--- src/rtl/division_saturada.sv ---
// ---------------------------------------------------------------------------
// division_saturada
//
// Multi-cycle signed fixed-point divider with saturation.
// It computes Q = (A * 2^F) / B, truncates toward zero and clamps the result
// to the N-bit two's complement range. It uses one restoring-division
// iteration per clock.
//
// Ports
//   clk       system clock, all state changes on the rising edge
//   reset     synchronous, active-high reset
//   start     operation request, only honoured while ready=1
//   A, B      dividend / divisor, signed Q(N-F).F, captured when accepted
//   ready     high while idle and able to accept start
//   done      one-cycle pulse when COC / div_cero carry a new result
//   COC       saturated signed quotient, held until the next done
//   div_cero  high if the last completed operation divided by zero
// ---------------------------------------------------------------------------
module division_saturada #(
    parameter int N = 25,
    parameter int F = 10
) (
    input  logic         clk,
    input  logic         reset,
    input  logic         start,
    input  logic [N-1:0] A,
    input  logic [N-1:0] B,
    output logic         ready,
    output logic         done,
    output logic [N-1:0] COC,
    output logic         div_cero
);

    localparam int W  = N + F;
    localparam int CW = $clog2(W + 1);

    localparam logic [N-1:0] MAX_POS = {1'b0, {(N-1){1'b1}}};
    localparam logic [N-1:0] MIN_NEG = {1'b1, {(N-1){1'b0}}};
    // Largest quotient magnitudes that still fit, expressed at quotient width.
    localparam logic [W-1:0] LIM_POS = W'((64'd1 << (N-1)) - 64'd1);
    localparam logic [W-1:0] LIM_NEG = W'(64'd1 << (N-1));

    typedef enum logic [1:0] {
        IDLE = 2'd0,
        CALC = 2'd1,
        FIN  = 2'd2
    } state_t;

    state_t         state_reg,    state_next;
    logic [CW-1:0]  count_reg,    count_next;
    logic [W-1:0]   dividend_reg, dividend_next;
    logic [N:0]     rem_reg,      rem_next;
    logic [W-1:0]   quot_reg,     quot_next;
    logic [N-1:0]   mag_b_reg,    mag_b_next;
    logic           sign_q_reg,   sign_q_next;
    logic           a_neg_reg,    a_neg_next;
    logic           b_zero_reg,   b_zero_next;
    logic [N-1:0]   coc_reg,      coc_next;
    logic           div_cero_reg, div_cero_next;
    logic           done_reg,     done_next;

    logic [N-1:0]   abs_a;
    logic [N-1:0]   abs_b;
    logic [N+1:0]   rem_shift;
    logic [N+1:0]   rem_trial;
    logic           fits;
    logic [N-1:0]   sat_value;

    // |x| as unsigned; the most negative value maps to 2^(N-1), which fits.
    assign abs_a = A[N-1] ? (N'(0) - A) : A;
    assign abs_b = B[N-1] ? (N'(0) - B) : B;

    // One extra top bit so the sign of the trial difference is the borrow.
    assign rem_shift = {rem_reg, dividend_reg[W-1]};
    assign rem_trial = rem_shift - {2'b00, mag_b_reg};
    assign fits      = ~rem_trial[N+1];

    // Saturation of the finished quotient magnitude.
    always_comb begin
        sat_value = '0;
        if (b_zero_reg) begin
            sat_value = a_neg_reg ? MIN_NEG : MAX_POS;
        end else if (!sign_q_reg && (quot_reg > LIM_POS)) begin
            sat_value = MAX_POS;
        end else if (sign_q_reg && (quot_reg > LIM_NEG)) begin
            sat_value = MIN_NEG;
        end else if (sign_q_reg) begin
            sat_value = N'(0) - quot_reg[N-1:0];
        end else begin
            sat_value = quot_reg[N-1:0];
        end
    end

    // Next-state and datapath logic.
    always_comb begin
        state_next    = state_reg;
        count_next    = count_reg;
        dividend_next = dividend_reg;
        rem_next      = rem_reg;
        quot_next     = quot_reg;
        mag_b_next    = mag_b_reg;
        sign_q_next   = sign_q_reg;
        a_neg_next    = a_neg_reg;
        b_zero_next   = b_zero_reg;
        coc_next      = coc_reg;
        div_cero_next = div_cero_reg;
        done_next     = 1'b0;

        case (state_reg)
            IDLE: begin
                if (start) begin
                    state_next    = CALC;
                    sign_q_next   = A[N-1] ^ B[N-1];
                    a_neg_next    = A[N-1];
                    b_zero_next   = (B == '0);
                    mag_b_next    = abs_b;
                    dividend_next = {abs_a, {F{1'b0}}};
                    rem_next      = '0;
                    quot_next     = '0;
                    count_next    = CW'(W);
                end
            end
            CALC: begin
                // B=0 simply yields all-ones here; the flag overrides it later.
                dividend_next = dividend_reg << 1;
                rem_next      = fits ? rem_trial[N:0] : rem_shift[N:0];
                quot_next     = {quot_reg[W-2:0], fits};
                count_next    = count_reg - CW'(1);
                if (count_reg == CW'(1)) begin
                    state_next = FIN;
                end
            end
            FIN: begin
                state_next    = IDLE;
                coc_next      = sat_value;
                div_cero_next = b_zero_reg;
                done_next     = 1'b1;
            end
            default: begin
                state_next = IDLE;
            end
        endcase
    end

    always_ff @(posedge clk) begin
        if (reset) begin
            state_reg    <= IDLE;
            count_reg    <= '0;
            dividend_reg <= '0;
            rem_reg      <= '0;
            quot_reg     <= '0;
            mag_b_reg    <= '0;
            sign_q_reg   <= 1'b0;
            a_neg_reg    <= 1'b0;
            b_zero_reg   <= 1'b0;
            coc_reg      <= '0;
            div_cero_reg <= 1'b0;
            done_reg     <= 1'b0;
        end else begin
            state_reg    <= state_next;
            count_reg    <= count_next;
            dividend_reg <= dividend_next;
            rem_reg      <= rem_next;
            quot_reg     <= quot_next;
            mag_b_reg    <= mag_b_next;
            sign_q_reg   <= sign_q_next;
            a_neg_reg    <= a_neg_next;
            b_zero_reg   <= b_zero_next;
            coc_reg      <= coc_next;
            div_cero_reg <= div_cero_next;
            done_reg     <= done_next;
        end
    end

    assign ready    = (state_reg == IDLE);
    assign done     = done_reg;
    assign COC      = coc_reg;
    assign div_cero = div_cero_reg;

endmodule
--- config.mk ---
export PLATFORM = sky130hd
export DESIGN_NAME = division_saturada
export DESIGN_NICKNAME = d
export VERILOG_FILES = /design/src/rtl/division_saturada.sv
export SDC_FILE = /design/constraint.sdc
export NUM_CORES = 1
export LEC_CHECK = 0
export BUFFER_PORTS_ARGS = -buffer_cell sky130_fd_sc_hd__buf_2
export CORE_AREA = 2 2 116 203
export DETAILED_ROUTE_END_ITERATION = 8
export DIE_AREA = 0 0 118 205
export MAX_ROUTING_LAYER = met4
export SYNTH_ARGS = -nofsm -noshare
export SYNTH_HDL_FRONTEND = slang
export SYNTH_SLANG_ARGS = --single-unit
--- constraint.sdc ---
create_clock -name clk -period 9.5 [get_ports clk]
set_input_delay 1.9 -clock clk [delete_from_list [all_inputs] [get_ports clk]]
set_output_delay 1.9 -clock clk [all_outputs]
set_load 0.02 [all_outputs]
==> out/results.ini <==
[logic_synthesis]
syn_area_per_cell_um2 = 8.141
synth_area_leaders = dfxtp_1 35%, a21oi_1 5.4%, xnor2_1 5.4%
synth_top_cell_by_area = dfxtp_1
synth_area_mm2 = 0.008458
ys_dominant_reg_cell = dfxtp_1
synth_compound_area_share_pct = 25.67
synth_xor_xnor_area_share_pct = 8.802
synth_top_family_by_area = compound AO/OA/AOI/OAI gates
yosys.area_share.simple_pct = 17.69
yosys_warnings = 0
ys_top_cells_by_count = 149 x dfxtp_1, 111 x nand2_1, 91 x a21oi_1, 89 x nor2_1, 89 x o21ai_0
syn-num-nets = 1124
yosysMostFrequentCell = dfxtp_1
ys_seq_area_share_pct = 35.27
synth_cell_types = 67
synth_fa_ha_area_share_pct = 4.822
synth_top_area_share_pct = 35.27
async_flop_share_pct = 0
muxShareOfSynthArea_pct = 2.737
synth_edf_count = 0
synth_seq_cells = 149
syn_inst = 1039

[sta]
rsz0062_at_grt = no
tightest_slew_ns = 1.033
max_freq_mhz = 248.5
slew_headroom_pct = 31.11
finClkSkew_ns = 0.01085
finalSetupViolations = 0
finalCriticalPeriod_ns = 4.024
fin_crit_sh_pct = 42.36
setup-tns-final_ns = 0
hold_violations = 0
drv_slew = 0
finalWorstSetupSlack_ns = 5.476

[cts]
cts_hold_buf = 0
ctsHtreeMaxLevel = 4
clock_path_buffers = 2
clock-sinks = 149
numCtsBuffers = 17
post_cts_resized = 0
cts_root_buffer = clkbuf_16
cts_tree = built
clkTransAtPathRegs_ns = 0.06
clk_latency_ns = 0.43
post_cts_buffers = 0

[route]
dr_total_vias = 7553
finalWirelength_um = 21450
wl_per_cell_um = 15.36
drtAntennaViolNets = 0
dr.pass1.iters = 4
drcViolationCount = 0
drt_iter0_drc = 436
routed_via_density = 5.410

[die]
die-area_mm2 = 0.02419
start_util_pct = 37.49
core_mm2 = 0.02256
rows = 73
die_h_um = 205
fp.dieW_um = 118
ios = 81

[placement]
io_buffers = 80
place_hpwl_um = 15490
dp_slack_ns = 5.038
place.gp.congestion = 0.8325
dp.cells = 1364
dpl_cell_area_mm2 = 0.009060

[setup_path]
crit_arrival_ns = 4.30
crit_type = primary input to register
critPathLaunchType = primary input
cp_max_fo = 5
cp-end-kind = register
cp.required_ns = 9.78

[job]
cap_violations = 0

[cells_and_area]
num-nets-final = 1168
largest_reg_flops = 35
syn_to_final_growth_pct = 14.39
drive_gt1_share_pct = 13.32
nFillCells = 2332
antenna_cells = 0
final_cell_count_no_fill = 1396
final_area_mm2 = 0.009676

[power]
ir_worst_vdd_mv = 0.2346
finalPower_mw = 2.732
p_leak_nw = 3.918
power_density_mw_per_mm2 = 282.4

[global_route]
track_usage_pct = 18.69
antenna_found_initial = 0
grt_pass1_wl_um = 36040
grt-ovfl-total = 0
grt_pass1_vias = 7479
grt_max_degree = 69

[status]
status = complete, no violations

[worst_hold_path]
worstHoldPathType = register to register

==> cells in the final DEF (no fill, tap or decap), types with 11 or more instances in the layout <==
cell type and instances:
ha_1 31, xor2_1 33, o21ai_0 89, buf_2 80, xnor2_1 51, nand3_1 15, inv_1 42, nor4_1 11
nand4_1 11, nor2_1 88, a21oi_1 91, dfxtp_1 149, mux2i_1 22, nand2b_1 16, a211oi_1 19, a22o_1 35
clkbuf_16 17, or4_1 11, o31ai_1 13, a22oi_1 22, nand2_1 111
==> cells by family after synthesis <==
group           Yosys count
simple gates            311
buf+inv                 106
compound gates          333
xor+xnor                 85
mux                      23
fa+ha+maj                32
flops                   149
==> critical path: stages <==
cell and delay [ns]:
buf_2 0.12, or4_4 0.54, or3_4 0.37, o41ai_1 0.81, nand2_1 0.15, xnor2_1 0.20
nor2_1 0.05, a21oi_1 0.12, nor2_1 0.05
==> layout make-up <==
class	instances	area (um2)	share of cell area, %
clock buffers	21	440.4	4.552
inverters	42	157.7	1.629
well taps	300	375.4	3.879
repair buffers	89	467.9	4.836
flip-flops and latches	149	2983	30.83
clock inverters	11	175.2	1.810
multi-input cells	784	5076	52.46
==> through the flow <==
step                hold slack, ns  utilization (%)
CTS                         0.4561            42.89
global placement            0.4454            40.16
finish                      0.4524            42.89
global route                0.4717            42.89
floorplan                   0.4319                -
detailed placement          0.4493            40.16
==> final timing paths <==
check                   start       endpoint  slack (ns)  depth (start not counted)
max                      B[5]  mag_b_reg[13]        5.48                          9
min             mag_b_reg[21]  mag_b_reg[21]        0.45                          2
max reg2reg  dividend_reg[34]    rem_reg[25]        5.73                         12
min reg2reg     mag_b_reg[21]  mag_b_reg[21]        0.45                          2
==> metal layers <==
| metal | vias to the layer above | share of wire (%) | track usage (%) |
|---|---|---|---|
| met2 | 124 | 55 | 34.39 |
| met4 | 0 | 2.5 | 8.606 |
| li1 | 3830 | - | - |
| met1 | 3565 | 40 | 19.57 |
| met5 | - | 0 | - |
| met3 | 34 | 2.4 | 2.728 |
==> report_power, final <==
part / internal, mW / switching (mW) / total, mW
combinational: 0.545 / 0.731 / 1.28
sequential: 0.690 / 0.0561 / 0.746
clock: 0.441 / 0.269 / 0.710
No activity file was read; power rests on OpenSTA's default activity.
